==> config.mk <==
export PLATFORM = sky130hd
export DESIGN_NAME = load_store_unit_flat
export DESIGN_NICKNAME = d
export VERILOG_FILES = /design/src/rtl/load_store_unit_if.sv /design/src/rtl/load_store_unit.sv /design/src/flat_wrapper.sv
export SDC_FILE = /design/constraint.sdc
export NUM_CORES = 1
export LEC_CHECK = 0
export BUFFER_PORTS_ARGS = -buffer_cell sky130_fd_sc_hd__buf_4
export CORE_MARGIN = 2
export CORE_UTILIZATION = 49
export DETAILED_ROUTE_END_ITERATION = 10
export PLACE_DENSITY = 0.77
export REMOVE_ABC_BUFFERS = 1
export SLEW_MARGIN = 15
export SYNTH_ARGS = -nofsm -noshare
export SYNTH_HDL_FRONTEND = slang
export SYNTH_SLANG_ARGS = --single-unit
==> constraint.sdc <==
create_clock -name clk -period 3 [get_ports clk]
set_clock_uncertainty 0.15 [all_clocks]
set_input_delay 0.3 -clock clk [delete_from_list [all_inputs] [get_ports clk]]
set_output_delay 0.3 -clock clk [all_outputs]
set_load 0.02 [all_outputs]
==> src/rtl/load_store_unit_if.sv <==
// Bus bundle between the core execute stage, the load/store unit and the
// data memory port. The unit is the "slave" side; the core/memory
// environment is the "master" side.
//
// Handshake rules: a request transfers on a rising edge where
// req_valid && req_ready; a response transfers on a rising edge where
// rsp_valid && rsp_ready. A valid, once raised, holds its payload stable
// until the transfer edge. On the memory side, mem_re/mem_we with
// address, data and enables stay stable until a cycle with mem_ready=1
// (or the unit's timeout) completes the access.
interface load_store_unit_if #(
  parameter int XLEN       = 32,
  parameter int ADDR_WIDTH = 32
);
  localparam int NB = XLEN / 8;

  logic                  req_valid;
  logic                  req_ready;
  logic                  req_write;
  logic [2:0]            req_funct3;
  logic [ADDR_WIDTH-1:0] req_addr;
  logic [XLEN-1:0]       req_wdata;
  logic                  rsp_valid;
  logic                  rsp_ready;
  logic [XLEN-1:0]       rsp_rdata;
  logic [1:0]            rsp_status;
  logic [ADDR_WIDTH-1:0] mem_address;
  logic [XLEN-1:0]       mem_data_out;
  logic [NB-1:0]         mem_byte_enable;
  logic                  mem_we;
  logic                  mem_re;
  logic [XLEN-1:0]       mem_data_in;
  logic                  mem_ready;

  modport master (
    output req_valid, req_write, req_funct3, req_addr, req_wdata,
           rsp_ready, mem_data_in, mem_ready,
    input  req_ready, rsp_valid, rsp_rdata, rsp_status,
           mem_address, mem_data_out, mem_byte_enable, mem_we, mem_re
  );

  modport slave (
    input  req_valid, req_write, req_funct3, req_addr, req_wdata,
           rsp_ready, mem_data_in, mem_ready,
    output req_ready, rsp_valid, rsp_rdata, rsp_status,
           mem_address, mem_data_out, mem_byte_enable, mem_we, mem_re
  );
endinterface

==> src/rtl/load_store_unit.sv <==
// Multicycle load/store unit: one request at a time, word-aligned access
// with byte-lane enables, sign/zero extension of load data, and
// misaligned / illegal-width / timeout faults. All outputs are registered.
// state_dbg exposes the FSM: 0 = IDLE, 1 = ACCESS, 2 = RESP.
module load_store_unit #(
  parameter int XLEN       = 32,
  parameter int ADDR_WIDTH = 32,
  parameter int TIMEOUT    = 255
) (
  input  logic              clk,
  input  logic              reset,
  load_store_unit_if.slave  bus,
  output logic [1:0]        state_dbg
);
  localparam int NB = XLEN / 8;
  localparam int OB = $clog2(NB);
  localparam int CW = (TIMEOUT > 0) ? $clog2(TIMEOUT + 1) : 1;

  typedef enum logic [1:0] {IDLE = 2'd0, ACCESS = 2'd1, RESP = 2'd2} state_t;

  state_t                state, state_d;
  logic [OB-1:0]         off_q, off_d;
  logic [2:0]            funct3_q, funct3_d;
  logic                  write_q, write_d;
  logic [CW-1:0]         wait_q, wait_d;

  logic                  req_ready_d, rsp_valid_d, mem_we_d, mem_re_d;
  logic [XLEN-1:0]       rsp_rdata_d, mem_data_out_d;
  logic [1:0]            rsp_status_d;
  logic [ADDR_WIDTH-1:0] mem_address_d;
  logic [NB-1:0]         mem_byte_enable_d;

  logic                  legal, misaligned;
  logic [OB-1:0]         req_off;
  logic [NB-1:0]         lane_base;
  logic [XLEN-1:0]       shifted, left, load_data;
  logic [6:0]            sh;

  assign state_dbg = state;
  assign req_off   = bus.req_addr[OB-1:0];

  // Decode the incoming request: width legality, alignment, lane mask.
  always_comb begin
    legal      = 1'b0;
    misaligned = 1'b0;
    lane_base  = '0;
    if (bus.req_write) begin
      case (bus.req_funct3)
        3'b000, 3'b001, 3'b010: legal = 1'b1;
        3'b011:                 legal = (XLEN == 64);
        default:                legal = 1'b0;
      endcase
    end else begin
      case (bus.req_funct3)
        3'b000, 3'b001, 3'b010, 3'b100, 3'b101: legal = 1'b1;
        3'b011, 3'b110:                         legal = (XLEN == 64);
        default:                                legal = 1'b0;
      endcase
    end
    case (bus.req_funct3[1:0])
      2'd0: begin misaligned = 1'b0;               lane_base = NB'(8'h01); end
      2'd1: begin misaligned = bus.req_addr[0];    lane_base = NB'(8'h03); end
      2'd2: begin misaligned = |bus.req_addr[1:0]; lane_base = NB'(8'h0F); end
      default: begin misaligned = |bus.req_addr[2:0]; lane_base = NB'(8'hFF); end
    endcase
  end

  // Extract the addressed field from the read word and extend it: shift the
  // field to the top, then shift back logically (zero) or arithmetically (sign).
  always_comb begin
    shifted = bus.mem_data_in >> {off_q, 3'b000};
    case (funct3_q[1:0])
      2'd0:    sh = 7'(XLEN - 8);
      2'd1:    sh = 7'(XLEN - 16);
      2'd2:    sh = 7'(XLEN - 32);
      default: sh = 7'd0;
    endcase
    left = shifted << sh;
    if (funct3_q[2]) load_data = left >> sh;
    else             load_data = $unsigned($signed(left) >>> sh);
  end

  // Next-state and next-output logic; every register holds by default.
  always_comb begin
    state_d           = state;
    off_d             = off_q;
    funct3_d          = funct3_q;
    write_d           = write_q;
    wait_d            = wait_q;
    req_ready_d       = bus.req_ready;
    rsp_valid_d       = bus.rsp_valid;
    rsp_rdata_d       = bus.rsp_rdata;
    rsp_status_d      = bus.rsp_status;
    mem_address_d     = bus.mem_address;
    mem_data_out_d    = bus.mem_data_out;
    mem_byte_enable_d = bus.mem_byte_enable;
    mem_we_d          = bus.mem_we;
    mem_re_d          = bus.mem_re;
    case (state)
      IDLE: begin
        if (bus.req_valid) begin
          off_d       = req_off;
          funct3_d    = bus.req_funct3;
          write_d     = bus.req_write;
          req_ready_d = 1'b0;
          if (!legal || misaligned) begin
            state_d      = RESP;
            rsp_valid_d  = 1'b1;
            rsp_rdata_d  = '0;
            rsp_status_d = !legal ? 2'b11 : 2'b01;
          end else begin
            state_d           = ACCESS;
            wait_d            = '0;
            mem_re_d          = !bus.req_write;
            mem_we_d          = bus.req_write;
            mem_address_d     = {bus.req_addr[ADDR_WIDTH-1:OB], {OB{1'b0}}};
            mem_byte_enable_d = lane_base << req_off;
            mem_data_out_d    = bus.req_wdata << {req_off, 3'b000};
          end
        end
      end
      ACCESS: begin
        if (bus.mem_ready || (TIMEOUT != 0 && wait_q == CW'(TIMEOUT))) begin
          state_d           = RESP;
          rsp_valid_d       = 1'b1;
          rsp_status_d      = bus.mem_ready ? 2'b00 : 2'b10;
          rsp_rdata_d       = (bus.mem_ready && !write_q) ? load_data : '0;
          mem_re_d          = 1'b0;
          mem_we_d          = 1'b0;
          mem_byte_enable_d = '0;
        end else begin
          wait_d = wait_q + 1'b1;
        end
      end
      RESP: begin
        if (bus.rsp_ready) begin
          state_d      = IDLE;
          rsp_valid_d  = 1'b0;
          rsp_rdata_d  = '0;
          rsp_status_d = 2'b00;
          req_ready_d  = 1'b1;
        end
      end
      default: state_d = IDLE;
    endcase
  end

  // State and registered outputs, synchronous active-high reset.
  always_ff @(posedge clk) begin
    if (reset) begin
      state               <= IDLE;
      off_q               <= '0;
      funct3_q            <= '0;
      write_q             <= 1'b0;
      wait_q              <= '0;
      bus.req_ready       <= 1'b1;
      bus.rsp_valid       <= 1'b0;
      bus.rsp_rdata       <= '0;
      bus.rsp_status      <= 2'b00;
      bus.mem_address     <= '0;
      bus.mem_data_out    <= '0;
      bus.mem_byte_enable <= '0;
      bus.mem_we          <= 1'b0;
      bus.mem_re          <= 1'b0;
    end else begin
      state               <= state_d;
      off_q               <= off_d;
      funct3_q            <= funct3_d;
      write_q             <= write_d;
      wait_q              <= wait_d;
      bus.req_ready       <= req_ready_d;
      bus.rsp_valid       <= rsp_valid_d;
      bus.rsp_rdata       <= rsp_rdata_d;
      bus.rsp_status      <= rsp_status_d;
      bus.mem_address     <= mem_address_d;
      bus.mem_data_out    <= mem_data_out_d;
      bus.mem_byte_enable <= mem_byte_enable_d;
      bus.mem_we          <= mem_we_d;
      bus.mem_re          <= mem_re_d;
    end
  end
endmodule

==> src/flat_wrapper.sv <==
// flat-port wrapper written by rule: the top's interface ports become plain ports
module load_store_unit_flat 
#(
  parameter int XLEN       = 32,
  parameter int ADDR_WIDTH = 32,
  parameter int TIMEOUT    = 255
)
  (clk, reset, state_dbg, bus_req_valid, bus_req_write, bus_req_funct3, bus_req_addr, bus_req_wdata, bus_rsp_ready, bus_mem_data_in, bus_mem_ready, bus_req_ready, bus_rsp_valid, bus_rsp_rdata, bus_rsp_status, bus_mem_address, bus_mem_data_out, bus_mem_byte_enable, bus_mem_we, bus_mem_re);
  load_store_unit_if #(.XLEN(XLEN), .ADDR_WIDTH(ADDR_WIDTH)) bus_i ();
  input  logic clk;
  input  logic reset;
  output logic [1:0] state_dbg;
  input wire logic [$bits(bus_i.req_valid)-1:0] bus_req_valid;
  input wire logic [$bits(bus_i.req_write)-1:0] bus_req_write;
  input wire logic [$bits(bus_i.req_funct3)-1:0] bus_req_funct3;
  input wire logic [$bits(bus_i.req_addr)-1:0] bus_req_addr;
  input wire logic [$bits(bus_i.req_wdata)-1:0] bus_req_wdata;
  input wire logic [$bits(bus_i.rsp_ready)-1:0] bus_rsp_ready;
  input wire logic [$bits(bus_i.mem_data_in)-1:0] bus_mem_data_in;
  input wire logic [$bits(bus_i.mem_ready)-1:0] bus_mem_ready;
  output wire logic [$bits(bus_i.req_ready)-1:0] bus_req_ready;
  output wire logic [$bits(bus_i.rsp_valid)-1:0] bus_rsp_valid;
  output wire logic [$bits(bus_i.rsp_rdata)-1:0] bus_rsp_rdata;
  output wire logic [$bits(bus_i.rsp_status)-1:0] bus_rsp_status;
  output wire logic [$bits(bus_i.mem_address)-1:0] bus_mem_address;
  output wire logic [$bits(bus_i.mem_data_out)-1:0] bus_mem_data_out;
  output wire logic [$bits(bus_i.mem_byte_enable)-1:0] bus_mem_byte_enable;
  output wire logic [$bits(bus_i.mem_we)-1:0] bus_mem_we;
  output wire logic [$bits(bus_i.mem_re)-1:0] bus_mem_re;
  assign bus_i.req_valid = bus_req_valid;
  assign bus_i.req_write = bus_req_write;
  assign bus_i.req_funct3 = bus_req_funct3;
  assign bus_i.req_addr = bus_req_addr;
  assign bus_i.req_wdata = bus_req_wdata;
  assign bus_i.rsp_ready = bus_rsp_ready;
  assign bus_i.mem_data_in = bus_mem_data_in;
  assign bus_i.mem_ready = bus_mem_ready;
  assign bus_req_ready = bus_i.req_ready;
  assign bus_rsp_valid = bus_i.rsp_valid;
  assign bus_rsp_rdata = bus_i.rsp_rdata;
  assign bus_rsp_status = bus_i.rsp_status;
  assign bus_mem_address = bus_i.mem_address;
  assign bus_mem_data_out = bus_i.mem_data_out;
  assign bus_mem_byte_enable = bus_i.mem_byte_enable;
  assign bus_mem_we = bus_i.mem_we;
  assign bus_mem_re = bus_i.mem_re;
  load_store_unit #(.XLEN(XLEN), .ADDR_WIDTH(ADDR_WIDTH), .TIMEOUT(TIMEOUT)) u_core (.clk(clk), .reset(reset), .bus(bus_i), .state_dbg(state_dbg));
endmodule
# Yosys cells after proc, flatten, opt, wreduce, memory -nomap -nowiden
# Index checks and enable logic that the tools add are counted.
[word_totals]
register_bits = 120
word_cells = 109
[classes]
addsub = 1
n_eq_ne = 16
n_shift = 6
mux = 47
bitwise = 1
n_reduce_logical = 24
[ops]
columns = ["op", "count"]
rows = [
  ["$mux W32", 6],
  ["$pmux W32 S3", 1],
  ["$shl A32 B5 Y32", 2],
  ["$shr A32 B5 Y32", 2],
  ["$sshr A32 B5 Y32", 1],
  ["$mux W8", 3],
  ["$mux W2", 9],
  ["$pmux W4 S2", 2],
  ["$pmux W8 S2", 1],
  ["$mux W1", 14],
  ["$mux W4", 3],
  ["$pmux W2 S3", 2],
  ["$pmux W5 S2", 1],
  ["$reduce_and A3 Y1", 3],
  ["$add A8 B1 Y8 const B", 1],
  ["$eq A8 B8 Y1 const B", 1],
  ["$ne A2 B2 Y1 const B", 4],
  ["$reduce_and A4 Y1", 2],
  ["$eq A2 B1 Y1 const B", 3],
  ["$eq A3 B3 Y1 const B", 2],
  ["$logic_not A2 Y1", 3],
  ["$pmux W1 S2", 3],
  ["$pmux W1 S3", 2],
  ["$reduce_or A3 Y1", 2],
  ["16 further kinds", 22],
]

# Longest topological paths before layout
# Gate-level depths: netlist of run 1.
[depth]
word_depth = 9
depth_mapped = 9

# Worst setup path after synthesis of run 1
# No wires, ideal clock.
[synth_path]
path_kind = "reg2reg"
from = "reg u_core.state[1] (netlist: u_core.state_dbg[1])"
to = "reg u_core.bus.rsp_status[1]"
arrival_time_ns = 2.022
slack_ns = 0.690
stages_incl_launch_ff = 9
path_buffers = 2
path_cell_list = "dfxtp_1 > inv_1 > ha_1 > clkbuf_1 > nor2b_1 > o21a_1 > nor4_2 > clkbuf_1 > a211oi_1"
[synth_via]
elab_chain_cells = 3
elab_cells_between_ends = 10
cone_classes = "eq/ne: 6; mux: 1; reduce/logical: 3"
[synth_rtl]
columns = ["element", "line", "source"]
rows = [
  ["start, declared", "load_store_unit.sv:21", "state_t state, state_d;"],
  ["start signal, assigned", "load_store_unit.sv:166", "state <= state_d;"],
  ["$eq A2 B1 Y1, or another cell as far along", "load_store_unit.sv:99", "case (state)"],
  ["$ne A2 B1 Y1 (no line), or another cell as far along", "--", ""],
  ["$reduce_and A5 Y1 (no line)", "--", ""],
  ["end signal, assigned", "load_store_unit.sv:174", "bus.rsp_status <= rsp_status_d;"],
  ["end, declared", "load_store_unit_if.sv:45", "output req_ready, rsp_valid, rsp_rdata, rsp_status,"],
]
# Several ways; a longest one is shown, not always the timed one.
# A chain may end at the register's enable or synchronous reset.

# Worst setup path after layout of run 1
[layout_path]
from = "in bus_req_funct3[2]"
to = "reg u_core.bus.rsp_rdata[25]"
[layout_via]
elab_chain_cells = 8
elab_cells_between_ends = 14
cone_classes = "eq/ne: 5; mux: 3; reduce/logical: 6"
[layout_rtl]
columns = ["element", "line", "source"]
rows = [
  ["start, declared", "flat_wrapper.sv:15", "input wire logic [$bits(bus_i.req_funct3)-1:0] bus_req_funct3;"],
  ["$eq A3 B1 Y1, or another cell as far along", "load_store_unit.sv:48, load_store_unit.sv:54", ""],
  ["$reduce_or A5 Y1 or $reduce_or A3 Y1 (tied branches)", "load_store_unit.sv:54, load_store_unit.sv:48", ""],
  ["$mux W1 (on tied branches)", "load_store_unit.sv:54, load_store_unit.sv:48", ""],
  ["$mux W1 (*)", "load_store_unit.sv:47", "if (bus.req_write) begin"],
  ["$logic_not A1 Y1 (*)", "load_store_unit.sv:106", "if (!legal || misaligned) begin"],
  ["$logic_or A1 B1 Y1 (*)", "load_store_unit.sv:106", ""],
  ["$ne A2 B1 Y1 (no line) (*)", "--", ""],
  ["$reduce_and A5 Y1 (no line) (*)", "--", ""],
  ["end signal, assigned", "load_store_unit.sv:173", "bus.rsp_rdata <= rsp_rdata_d;"],
  ["end, declared", "load_store_unit_if.sv:45", ""],
]
# Every way passes the cells marked *; elsewhere a longest branch is shown, timed or not.

==> summary.md, run 1 <==
| Metric | Value |
|---|---|
| Status | `finished clean` |
| IO Pins | `213` |
| Post-route minimum period | `2564 ps` |
| Critical Path AT | `2880 ps` |
| GP Congestion | `0.8902` |
| Crit Path Max Fanout | `25` |
| Routed wire length | `17,610 um` |
| Post-DRT Antenna Nets | `0` |
| Mapped cell area | `5440 sq um` |
| Finished Layout Cells | `1,045` |
| Total gr overflow | `0` |
| Vias in the first global route | `5,765` |
| Row Count | `38` |
| Setup Viol. Count Final | `0` |
| Layout cell share with drive strength beyond 1 | `29.76%` |
| Largest delay share family, worst path | `simple AND/OR/NAND/NOR gates` |
| Largest net degree at the start of global routing | `80` |
| Crit-path cells | `dlygate4sd3_1 > buf_4 > or4_4 > a21boi_1 > nor4_2 > nor2_2 > o2bb2ai_1` |
| Worst hold path type | `in2reg` |
| Async set or reset register ratio after synthesis | `0%` |
| DR DRC count | `0` |
| Pwr Total | `5.666 mW` |
| Max-cap violations | `0` |
| DRT iter0 DRCs | `352` |
| Later-pin clock latency in the skew report | `540 ps` |
| First-pass GRT wire length | `27,730 um` |
| TritonCTS clock tree | `done` |
| Placeable Area | `10,840 sq um` |
| Peak VDD IR | `0.5557 mV` |
| Placed insts | `961` |
| Die width | `109.4 um` |
| CTS buffer count | `17` |
| Drt wl/cell | `16.85 um` |
| Unrepaired setup endpoints after global routing | `false` |
| Worst slew pin tran | `1055 ps` |
| Routed vias | `5,793` |
| Die area | `11,960 sq um` |
| Setup slack after layout | `436.2 ps` |
| Number of clock sinks | `120` |
| Synth warn | `0` |
| GRT Overall Usage | `29.94%` |
| Hold Slack | `16.78 ps` |
| Area delta synth->final | `50.85%` |
| Avg Inst Size Synth | `8.370 sq um` |
| Initial antenna violation count | `0` |
| Period utilization | `85.46%` |
| Relative slew slack | `29.57%` |
| Crit. End Element | `register` |
| Post-Synthesis Cells | `650` |
| HPWL Detailed | `11,360 um` |
| Worst endpoint required time | `3310 ps` |
| Slowest-stage cell, CP | `nor2_2` |
| # H-tree levels | `4` |
| TritonRoute pass-1 iters | `5` |
| CP max stage delay | `820 ps` |
| Final nets | `1,001` |
| Hold Violations, Final | `0` |
| CTS Root Cell | `clkbuf_8` |
| Sequential area share after synthesis | `44.16%` |
| Ys flop type | `dfxtp_1` |
| Type of the worst setup path | `in2reg` |
| DIE HEIGHT | `109.4 um` |
| Max-slew violation total from the final report | `0` |
| Count of cell types in the netlist | `47` |
| Initial Util | `50.18%` |
| Clock-pin transition on the worst setup and hold timing paths | `60 ps` |
| Vias per cell | `5.544` |
| CP Launch Type | `input pin` |
| Final Util | `75.70%` |
| Leakage | `3.413 nW` |
| Synth Register Bits | `120` |
| CP bufs+invs | `2` |
| Port bufs | `210` |
| CTS max path bufs | `2` |
| Pwr dens | `690.5 nW/um^2` |
| Post-synth EDFFs | `0` |
| Dpl ws | `481.2 ps` |
| Max frequency | `390.0 MHz` |
power by group:
part           switching (mW)  internal [mW]
logic                   0.982          0.674
clock network           0.746           1.39
registers               0.118           1.75
total                    1.85           3.82
synthesized netlist by cell type (2+ instances only):
cell | n | share of area, %
a22o_1 | 4 | 0.64
nand3b_1 | 2 | 0.28
mux2_2 | 8 | 1.7
o31ai_1 | 2 | 0.28
nor2b_1 | 12 | 1.4
nor2_1 | 72 | 5.0
nand2_1 | 94 | 6.5
o21ai_0 | 12 | 1.1
o21bai_1 | 2 | 0.28
inv_1 | 7 | 0.48
dfxtp_1 | 120 | 44
o21a_1 | 2 | 0.28
nand4b_1 | 2 | 0.32
nand4_1 | 3 | 0.35
clkbuf_1 | 32 | 2.2
nand3_1 | 13 | 1.2
or3_1 | 2 | 0.23
nand2b_1 | 11 | 1.3
o32ai_1 | 7 | 1.1
a21oi_1 | 78 | 7.2
a21o_1 | 4 | 0.55
a211oi_1 | 37 | 5.1
buf_2 | 12 | 1.1
ha_1 | 5 | 1.1
buf_4 | 4 | 0.55
mux2i_1 | 34 | 6.3
xnor2_1 | 3 | 0.48
o2bb2ai_1 | 25 | 4.0
nor3_1 | 20 | 1.8
buf_1 | 4 | 0.28
routing by layer:
layer  global-route usage, %  part of all wire (%)  vias up
li1                        -                     -     2774
met1                   34.63                    40     2735
met2                   49.74                    49      235
met3                   9.306                   7.3       49
met4                   15.46                   3.4        0
met5                       0                     0        -
area by class of cell:
class	instances	area [sq um]
antenna	1	2.502
clock buffer	21	449.2
clock inverter	11	171.4
fill	751	2634
inverter	7	26.28
multi-input combinational	472	2803
sequential	120	2402
tap	140	175.2
timing repair buffer	273	2177
worst min-delay path, delay by kind of cell:
| family | cells | cell delay [ps] |
|---|---|---|
| AO/OA/AOI/OAI | 2 | 170 |
| multiplexers | 1 | 120 |
| buffers and inverters | 1 | 70 |
worst paths after layout:
kind	startpoint	endpoint	slack, ps	depth (start not counted)
min	bus_mem_data_in[3]	u_core.bus.rsp_rdata[3]$_SDFFE_PP0P_	20	4
max	bus_req_funct3[2]	u_core.bus.rsp_rdata[25]$_SDFFE_PP0P_	440	7
min reg2reg	u_core.bus.mem_data_out[3]$_SDFFE_PP0P_	u_core.bus.mem_data_out[3]$_SDFFE_PP0P_	310	2
max reg2reg	u_core.state_dbg[0]$_SDFFE_PP0P_	u_core.bus.rsp_rdata[25]$_SDFFE_PP0P_	460	7
repair_timing:
action / in CTS / in global routing
hold endpoints to repair: 62 / 0
buffers inserted: 0 / 0
resized for setup: 0 / 0
hold buffers: 51 / 0
placed cells by master, fill, tap and decap left out, drive strengths merged, types with 3 or more instances in the layout:
master       netlist  routed
buf               20     222
a21o               4       4
clkinvlp           0       5
o2bb2ai           25      25
nor3              21      21
nor2              73      73
mux2i             34      34
nand3             13      13
a22o               4       4
o21ai             12      12
nor2b             12      12
o32ai              7       7
mux2               8       8
nand2             94      94
bufinv             0       4
dfxtp            120     120
nand4              3       3
a21oi             79      79
inv                7       7
xnor2              3       3
ha                 5       5
a211oi            37      37
nand2b            11      11
dlygate4sd3        0      51
clkbuf            32      21
kinds of logic after synthesis:
group | after synthesis | share of synthesized area [%]
and+or+nand+nor | 239 | 19.53
xor gates and xnor gates | 3 | 0.4831
DFF | 120 | 44.16
AOI/OAI and AO/OA | 180 | 21.67
muxes | 43 | 8.326
buffers and inverters | 59 | 4.623
other | 1 | 0.06893
adders and majority gates | 5 | 1.150
registers in the layout, summed over array words and instances, names as in the netlist:
| signal | cells |
|---|---|
| u_core.bus.rsp_valid | 1 |
| u_core.bus.mem_address | 30 |
| u_core.bus.mem_we | 1 |
| u_core.state_dbg | 2 |
| u_core.bus.mem_data_out | 32 |
| u_core.funct3_q | 3 |
| u_core.bus.rsp_rdata | 32 |
| u_core.bus.mem_re | 1 |
| u_core.wait_q | 8 |
| u_core.bus.mem_byte_enable | 4 |
| u_core.off_q | 2 |
| u_core.write_q | 1 |
| u_core.bus.rsp_status | 2 |
| u_core.bus.req_ready | 1 |
through the flow:
step / setup TNS, ps / instance area, sq um
6_report: 0 / 8207
3_5_place_dp: 0 / 7073
3_3_place_gp: 0 / 7073
5_1_grt: 0 / 8204
2_1_floorplan: -10630 / 5219
4_1_cts: 0 / 8204
Note: power is estimated with default switching activity, not from simulation.
==> inputs of run 2 (changes only) <==
HOLD_SLACK_MARGIN = 0.05   (was default)
SETUP_SLACK_MARGIN = 0.5   (was default)
==> summary.md, run 2 (synthesis results as in run 1) <==
| Metric | Value |
|---|---|
| Status | `finished clean` |
| Worst hold path type | `in2reg` |
| Largest delay share family, worst path | `buffers and inverters` |
| DRT iter0 DRCs | `459` |
| Clock-pin transition on the worst setup and hold timing paths | `60 ps` |
| Pwr dens | `680.3 nW/um^2` |
| Design Area, Final | `8443 sq um` |
| Area after DPL | `7073 sq um` |
| Most frequent cells in the layout | `buf_4, dfxtp_1, nand2_1` |
| Layout cell share with drive strength beyond 1 | `29.27%` |
| Relative slew slack | `49.99%` |
| Crit Path Max Fanout | `79` |
| CTS max path bufs | `2` |
| Type of the worst setup path | `in2reg` |
| DIE HEIGHT | `109.4 um` |
| Critical Path AT | `2670 ps` |
| Area of the multi-input gates | `2816 sq um` |
| Vias in the first global route | `6,081` |
| Area delta synth->final | `55.20%` |
| Setup Viol. Count Final | `0` |
| Most common cell after layout, fill and taps aside | `buf_4` |
| Worst endpoint required time | `3330 ps` |
| Hold Violations, Final | `0` |
| Placeable Area | `10,840 sq um` |
| Worst slew pin tran | `747.4 ps` |
| Row Count | `38` |
| Initial Util | `50.18%` |
| Pwr Total | `5.744 mW` |
| Hold Slack | `59.50 ps` |
| Crit. End Element | `register` |
| Max frequency | `426.3 MHz` |
| CP max stage delay | `550 ps` |
| Number of clock sinks | `120` |
| # H-tree levels | `4` |
| IO Pins | `213` |
| Regs by FF count | `u_core.bus.mem_data_out (32), u_core.bus.rsp_rdata (32), u_core.bus.mem_address (30)` |
| Post-DRT Antenna Nets | `0` |
| Peak VDD IR | `0.5522 mV` |
| Post-route minimum period | `2346 ps` |
| Leakage | `3.513 nW` |
| Max-cap violations | `0` |
| Slowest-stage cell, CP | `dlygate4sd3_1` |
| TritonRoute pass-1 iters | `6` |
| Drt wl/cell | `17.52 um` |
| Final nets | `1,023` |
| Initial antenna violation count | `0` |
| Filler cell count | `709` |
| Crit-path cells | `dlygate4sd3_1 > buf_4 > a221o_1 > a21o_2 > buf_6 > nor3_1 > a22o_1` |
| CTS buffer count | `17` |
| CTS Root Cell | `clkbuf_8` |
| Total gr overflow | `0` |
| CP bufs+invs | `3` |
| TritonCTS clock tree | `done` |
| GP Congestion | `0.8902` |
| Reg area | `2404 sq um` |
| Die area | `11,960 sq um` |
| Port bufs | `210` |
| Unrepaired setup endpoints after global routing | `true` |
| Routed wire length | `18,690 um` |
| Later-pin clock latency in the skew report | `540 ps` |
| Routed vias | `6,034` |
| Largest net degree at the start of global routing | `80` |
| Period utilization | `78.20%` |
| HPWL Detailed | `11,360 um` |
| DR DRC count | `0` |
| First-pass GRT wire length | `29,380 um` |
| Die width | `109.4 um` |
| Max-slew violation total from the final report | `0` |
| CP Launch Type | `input pin` |
| Vias per cell | `5.655` |
| GRT Overall Usage | `31.69%` |
-- run 2: cell type report --
class                   instances  area share [%]
multi-input cells             472           33.36
well taps                     140           2.075
clock buffers                  21           5.320
flip-flops and latches        120           28.47
diodes                          1         0.02964
clock inverters                11           2.030
repair buffers                295           28.41
inverters                       7          0.3112
-- run 2: through the flow --
stage | instances | utilization, % | setup TNS [ps] | setup slack, ps
after floorplan | 599 | - | -10630 | -562.8
after global placement | 961 | 65.25 | 0 | 561.2
after detailed placement | 961 | 65.25 | 0 | 481.2
after CTS | 1065 | 77.67 | 0 | 517.9
after global routing | 1066 | 77.86 | 0 | 467.5
final | 1067 | 77.89 | 0 | 654.0
-- run 2: routing by layer --
layer	up-vias	GRT usage, %	wire length (um)
met2	294	53.66	9324
met4	0	17.00	769
met1	2848	35.95	7165
met5	-	0	0
li1	2822	-	-
met3	70	9.188	1430
-- run 2: report_power, final --
group / switching (mW) / internal, mW
registers: 0.120 / 1.75
logic: 1.03 / 0.712
clock network: 0.739 / 1.39
total: 1.89 / 3.86
-- run 2: path summary, 6_finish.rpt --
check	cells past startpoint	endpoint	slack (ps)	start
worst max-delay path	7	u_core.bus.mem_we$_SDFFE_PP0P_	650	bus_req_write
worst min-delay path	5	u_core.bus.mem_data_out[17]$_SDFFE_PP0P_	60	bus_req_wdata[9]
worst max register to register	5	u_core.bus.rsp_rdata[6]$_SDFFE_PP0P_	660	u_core.off_q[0]$_SDFFE_PP0P_
worst min register to register	2	u_core.bus.mem_data_out[3]$_SDFFE_PP0P_	310	u_core.bus.mem_data_out[3]$_SDFFE_PP0P_
-- run 2: repair_timing --
action | 4_1_cts | 5_1_grt
pin swaps | 0 | 2
setup endpoints to repair | 1 | 39
hold buffers | 72 | 0
endpoints found under the hold margin | 79 | 0
setup buffers | 0 | 1
resized for setup | 1 | 3
-- run 2: worst reg2reg max path: stages (launching register included) --
cell,delay (ps)
dfxtp_2,510
buf_4,370
mux2_2,380
dlygate4sd3_1,560
o21ai_0,170
o2bb2ai_1,80
